**src/rtl/mfcc_melbank_ctrl.sv**
```systemverilog
// Mel filterbank controller: walks each filter row, multiply-accumulates
// spectrum power by ROM weight, and hands one energy per filter downstream.
module mfcc_melbank_ctrl #(
    parameter int NUM_FILT   = 4,
    parameter int NUM_BIN    = 16,
    parameter int PWR_WIDTH  = 16,
    parameter int COEF_WIDTH = 8,
    parameter int ROM_LAT    = 0,
    localparam int ROM_AW    = $clog2(NUM_FILT * NUM_BIN),
    localparam int BIN_AW    = (NUM_BIN > 1) ? $clog2(NUM_BIN) : 1,
    localparam int IDX_W     = (NUM_FILT > 1) ? $clog2(NUM_FILT) : 1,
    localparam int ACC_WIDTH = PWR_WIDTH + COEF_WIDTH + BIN_AW
) (
    input  logic                  clk,
    input  logic                  rst_n,
    input  logic                  start,
    output logic                  busy,
    output logic                  done,
    output logic [BIN_AW-1:0]     spec_addr,
    input  logic [PWR_WIDTH-1:0]  spec_data,
    output logic [ROM_AW-1:0]     rom_addr,
    input  logic [COEF_WIDTH-1:0] rom_data,
    output logic                  out_valid,
    input  logic                  out_ready,
    output logic [ACC_WIDTH-1:0]  out_data,
    output logic [IDX_W-1:0]      out_idx
);

    localparam int PROD_W = PWR_WIDTH + COEF_WIDTH;

    typedef enum logic [1:0] {
        ST_IDLE,
        ST_FETCH,
        ST_DRAIN,
        ST_OUT
    } state_t;

    state_t                state_q, state_d;
    logic [IDX_W-1:0]      filt_q, filt_d;
    logic [BIN_AW-1:0]     bin_q, bin_d;
    logic [1:0]            drain_q, drain_d;
    logic                  busy_q, busy_d;
    logic                  done_q, done_d;
    logic                  out_valid_q, out_valid_d;
    logic [ACC_WIDTH-1:0]  out_data_q, out_data_d;
    logic [IDX_W-1:0]      out_idx_q, out_idx_d;
    logic [BIN_AW-1:0]     spec_addr_q, spec_addr_d;
    logic [ROM_AW-1:0]     rom_addr_q, rom_addr_d;

    logic                  v1_q, v1_d;
    logic                  v2_q, v2_d;
    logic [COEF_WIDTH-1:0] rom_q, rom_d;
    logic [COEF_WIDTH-1:0] coef;
    logic [PROD_W-1:0]     prod_q, prod_d;
    logic [ACC_WIDTH-1:0]  acc_q, acc_d;
    logic                  acc_clear;

    // A combinational ROM is registered once so both operands line up one
    // cycle after their address, matching the spectrum buffer.
    assign coef = (ROM_LAT == 1) ? rom_data : rom_q;

    always_comb begin
        // NOTE: every signal gets a default first so no path leaves one
        // unassigned; that is what keeps this block free of inferred latches.
        state_d     = state_q;
        filt_d      = filt_q;
        bin_d       = bin_q;
        drain_d     = drain_q;
        busy_d      = busy_q;
        done_d      = 1'b0;
        out_valid_d = out_valid_q;
        out_data_d  = out_data_q;
        out_idx_d   = out_idx_q;
        spec_addr_d = spec_addr_q;
        rom_addr_d  = rom_addr_q;
        acc_clear   = 1'b0;

        unique case (state_q)
            ST_IDLE: begin
                if (start) begin
                    state_d   = ST_FETCH;
                    filt_d    = '0;
                    bin_d     = '0;
                    busy_d    = 1'b1;
                    acc_clear = 1'b1;
                end
            end
            ST_FETCH: begin
                if (bin_q == BIN_AW'(NUM_BIN - 1)) begin
                    state_d = ST_DRAIN;
                    drain_d = '0;
                end else begin
                    bin_d = bin_q + BIN_AW'(1);
                end
            end
            ST_DRAIN: begin
                // Three cycles cover the ROM-align, product and accumulate stages.
                if (drain_q == 2'd2) begin
                    state_d     = ST_OUT;
                    out_valid_d = 1'b1;
                    out_data_d  = acc_q;
                    out_idx_d   = filt_q;
                end else begin
                    drain_d = drain_q + 2'd1;
                end
            end
            ST_OUT: begin
                if (out_ready) begin
                    out_valid_d = 1'b0;
                    if (filt_q == IDX_W'(NUM_FILT - 1)) begin
                        state_d = ST_IDLE;
                        done_d  = 1'b1;
                        busy_d  = 1'b0;
                    end else begin
                        state_d   = ST_FETCH;
                        filt_d    = filt_q + IDX_W'(1);
                        bin_d     = '0;
                        acc_clear = 1'b1;
                    end
                end
            end
            default: state_d = ST_IDLE;
        endcase

        // Addresses are registered outputs, so they are loaded with the bin
        // that will be current in the next FETCH cycle and held otherwise.
        if (state_d == ST_FETCH) begin
            spec_addr_d = bin_d;
            rom_addr_d  = ROM_AW'(filt_d) * ROM_AW'(NUM_BIN) + ROM_AW'(bin_d);
        end

        v1_d   = (state_q == ST_FETCH);
        v2_d   = v1_q;
        rom_d  = rom_data;
        prod_d = PROD_W'(spec_data) * PROD_W'(coef);
        if (acc_clear) begin
            acc_d = '0;
        end else if (v2_q) begin
            acc_d = acc_q + ACC_WIDTH'(prod_q);
        end else begin
            acc_d = acc_q;
        end
    end

    // NOTE: sequential state uses non-blocking assignments only, so every
    // flop samples pre-edge values regardless of statement order.
    always_ff @(posedge clk or negedge rst_n) begin
        if (!rst_n) begin
            state_q     <= ST_IDLE;
            filt_q      <= '0;
            bin_q       <= '0;
            drain_q     <= '0;
            busy_q      <= 1'b0;
            done_q      <= 1'b0;
            out_valid_q <= 1'b0;
            out_data_q  <= '0;
            out_idx_q   <= '0;
            spec_addr_q <= '0;
            rom_addr_q  <= '0;
            v1_q        <= 1'b0;
            v2_q        <= 1'b0;
            rom_q       <= '0;
            prod_q      <= '0;
            acc_q       <= '0;
        end else begin
            state_q     <= state_d;
            filt_q      <= filt_d;
            bin_q       <= bin_d;
            drain_q     <= drain_d;
            busy_q      <= busy_d;
            done_q      <= done_d;
            out_valid_q <= out_valid_d;
            out_data_q  <= out_data_d;
            out_idx_q   <= out_idx_d;
            spec_addr_q <= spec_addr_d;
            rom_addr_q  <= rom_addr_d;
            v1_q        <= v1_d;
            v2_q        <= v2_d;
            rom_q       <= rom_d;
            prod_q      <= prod_d;
            acc_q       <= acc_d;
        end
    end

    assign busy      = busy_q;
    assign done      = done_q;
    assign out_valid = out_valid_q;
    assign out_data  = out_data_q;
    assign out_idx   = out_idx_q;
    assign spec_addr = spec_addr_q;
    assign rom_addr  = rom_addr_q;

endmodule

```
**config.mk**
```make
export PLATFORM = sky130hd
export DESIGN_NAME = mfcc_melbank_ctrl
export DESIGN_NICKNAME = d
export VERILOG_FILES = /design/src/rtl/mfcc_melbank_ctrl.sv
export SDC_FILE = /design/constraint.sdc
export NUM_CORES = 1
export LEC_CHECK = 0
export ABC_CLOCK_PERIOD_IN_PS = 10100
export BUFFER_PORTS_ARGS = -buffer_cell sky130_fd_sc_hd__buf_2
export CAP_MARGIN = 0
export CORE_UTILIZATION = 45
export CTS_BUF_LIST = sky130_fd_sc_hd__clkbuf_8 sky130_fd_sc_hd__clkbuf_16
export DETAILED_ROUTE_END_ITERATION = 10
export HOLD_SLACK_MARGIN = 0.15
export PLACE_DENSITY = 0.61
export REMOVE_ABC_BUFFERS = 1
export SLEW_MARGIN = 10
export SYNTH_ARGS = -nofsm -noshare
export SYNTH_HDL_FRONTEND = slang
export SYNTH_SLANG_ARGS = --single-unit
```
**constraint.sdc**
```tcl
create_clock -name clk -period 10.1 [get_ports clk]
set_input_delay 3.03 -clock clk [delete_from_list [all_inputs] [get_ports clk]]
set_output_delay 3.03 -clock clk [all_outputs]
set_load 0.02 [all_outputs]
```
==> results.md <==
- Synth top area cells: dfrtp_1 (29%), fa_1 (18%), ha_1 (9.7%)
- Deepest clock path buffer count: 2
- Rows: 53
- FF-to-FF path depth: 14
- R2R setup slack: 4.97 ns
- Dpl cell area: 0.0102 mm^2
- Syn avg cell area: 9.60 um^2
- Arr. time, crit path: 7.51 ns
- Met1 WL: 9.58 mm
- Final Cell Area: 0.0105 mm^2
- Setup TNS: 0 ns
- Critical Path Source Type: primary input
- Residual DRC count: 1
- Die footprint: 0.0219 mm^2
- Leakage power: 5.33 nW
- DR top layer: met4
- Most frequent cells after synthesis: inv_1 (125), dfrtp_1 (111), and2_1 (97)
- # hold bufs at CTS: 0
- VDD IR max: 0.125 mV
- RSZ-0062 raised after global routing: false
- Failing checks: design-rule violations
- Final hold viol count: 0
- R2r startpoint: coef[6]
- Placeable Area: 0.0210 mm^2
- Pre-antenna DRT Iters: 8
- Max Cap Viol: 0
- CTS resizes: 0
- Vias post-DR: 6967
- Crit share post-route: 0.717
- Hold_sp: v1_q
- Die extent in x: 148 um
- Worst Setup End Kind: flip-flop
- Hold Path Stages: 0
- Pins Over Slew Limit: 0
- Critical Path RT: 10.37 ns
- Top_reg_cell synth: dfrtp_1
- # fillers: 2044
- Yosys cell types: 58
- Via density: 5.23
- Ratio of cells with drive above 1 in the final layout: 0.127
- Layout area overhead: 9.41%
- Root Buffer: clkbuf_16
- Total global-route track usage: 0.190
- Ant diodes: 0
- Met3 wire len: 659 um
- Post-synth top area share: 0.290
- Port bufs: 70
- Multi-input gate area: 0.00621 mm^2
- Layout Skew: 0.0128 ns
- Sequential area share after synthesis: 0.290
- Routed WL per cell: 14.5 um
- Post-CTS Setup Repair Bufs: 0
- Slowest stage cell, crit path: fa_1
- H-tree Lvls: 3
- Starting Density: 0.458
- Slew HR: 0.392
- WHS Endpoint: v2_q
- CP cell instances: buf_2, and2_1, fa_1, fa_1, fa_1, inv_1, fa_1, inv_1, ha_1, a2111oi_0, o21ai_0, o211ai_1, a21oi_1, or4_1, o2111ai_1
- Seq cells post-synth: 111
- Cell taking the most area after synthesis: dfrtp_1
- First DRT Iteration DRCs: 315
- Pwr/cell area: 287 mW/mm^2
- Worst min-delay path class: flip-flop to flip-flop
- DRT antenna net count: 0
- CP max stage delay: 0.57 ns
- Initial antenna violation count: 0
- Post-synth EDFFs: 0
- Largest net degree at the start of global routing: 58
- Clk sinks: 111
- Layout Nets: 1240
- Vias in the first global route: 6917
- CTS tree: yes
- Worst R2R End: prod_q[20]
- Worst Setup Path Type: primary input to flip-flop
- CP max FO: 8
- Async SR Flop Fraction: 1.00
- Final WS setup: 2.86 ns
- Post-DP HPWL: 15.3 mm
- Die height: 148 um
- Gr ovfl total: 0
- Metal2 WL: 8.94 mm
- Io pins: 71
- Worst-margin pin slew: 0.912 ns
- CP most frequent cell: fa_1
- First-pass GRT wire length: 33.7 mm
- GPL Wtd Cong: 0.887
- Clock period minus worst slack: 7.24 ns
- YS warnings: 0
- Top-count cell post-synth: inv_1
- Reg clk slew, reported paths: 0.08 ns
- Register area: 0.00278 mm^2
- Endpoints failing setup: 0
- Synthesized area: 0.00959 mm^2
- Worst-Skew Late Latency: 0.36 ns
- Dpl ws: 2.53 ns
- Cts bufs inserted: 9
- DRT Wirelength: 19.4 mm
- F_max: 138 MHz
- Syn Inst Count: 999
- Status: finished, violations left
sequential cells by signal, summed over array words and instances, names as in the netlist:
register   cells
v1_q           1
spec_addr      3
acc_q         28
bin_q          4
v2_q           1
out_data      28
coef           8
prod_q        24
rom_addr       3
busy           1
done           1
out_idx        2
out_valid      1
drain_q        2
filt_q         2
state_q        2
cells in the final DEF, fill, tap and decap left out, types with 11 or more instances in the layout:
cell type / count
nor3_1: 14
inv_1: 125
xor2_1: 11
fa_1: 85
buf_2: 69
a21oi_1: 58
nand2_1: 83
o21ai_0: 47
xnor2_1: 14
mux2_2: 38
nor2_1: 52
a21o_1: 20
mux2i_1: 15
nand2b_1: 11
dfrtp_1: 111
ha_1: 74
and2_1: 97
nand3_1: 12
how the worst max path moves through the flow:
| stage | from | end | slack (ns) | cells past startpoint |
|---|---|---|---|---|
| 2_1_floorplan | spec_data[2] | prod_q[20] | 3.02 | 14 |
| 3_3_place_gp | spec_data[5] | prod_q[20] | 2.67 | 15 |
| 6_report | spec_data[5] | prod_q[20] | 2.86 | 15 |
| 3_5_place_dp | spec_data[5] | prod_q[20] | 2.53 | 15 |
| 5_1_grt | spec_data[5] | prod_q[20] | 2.59 | 15 |
| 4_1_cts | spec_data[2] | prod_q[20] | 2.87 | 15 |
cell type report:
type	instances	share of cell area
Tap cell	275	0.0328
Timing Repair Buffer	73	0.0358
Multi-Input combinational cell	733	0.592
Sequential cell	111	0.265
Inverter	125	0.0447
Clock inverter	7	0.00823
Clock buffer	9	0.0215
critical path, delay by kind of cell:
| kind | cells | cell delay, ns |
|---|---|---|
| adder cells (fa/ha/maj) | 5 | 2.43 |
| AO/OA/AOI/OAI | 5 | 1.12 |
| AND/OR/NAND/NOR | 2 | 0.71 |
| buffers and inverters | 3 | 0.23 |
cell families (layout without fill, tap and decap cells):
| family | after synthesis | count (layout) | share of synthesized area |
|---|---|---|---|
| multiplexers | 53 | 53 | 0.0603 |
| AND/OR/NAND/NOR | 301 | 301 | 0.160 |
| adder cells (fa/ha/maj) | 159 | 159 | 0.274 |
| XOR/XNOR | 25 | 25 | 0.0228 |
| AO/OA/AOI/OAI | 195 | 195 | 0.131 |
| buffers and inverters | 155 | 214 | 0.0624 |
| flip-flops | 111 | 111 | 0.290 |
per-stage QoR:
stage	power [mW]	util	cells	hold slack, ns
3_5_place_dp	2.64	0.486	1317	0.344
4_1_cts	3.03	0.501	1333	0.377
3_3_place_gp	2.63	0.486	1317	0.335
2_1_floorplan	2.22	-	969	0.331
6_report	3.01	0.501	1333	0.376
5_1_grt	3.35	0.501	1333	0.396
per-layer routing:
metal / up-vias / global-route usage
met5: - / 0
met4: 0 / 0.0454
met3: 13 / 0.0275
met2: 112 / 0.310
met1: 3387 / 0.267
li1: 3455 / -
power breakdown:
group          switching [mW]  total, mW  leakage, nW  internal [mW]
sequential              0.100      0.687         1.41          0.587
combinational            1.13       1.96         3.77          0.826
clock                   0.187      0.365        0.151          0.179
No activity file was read; power rests on OpenSTA's default activity.
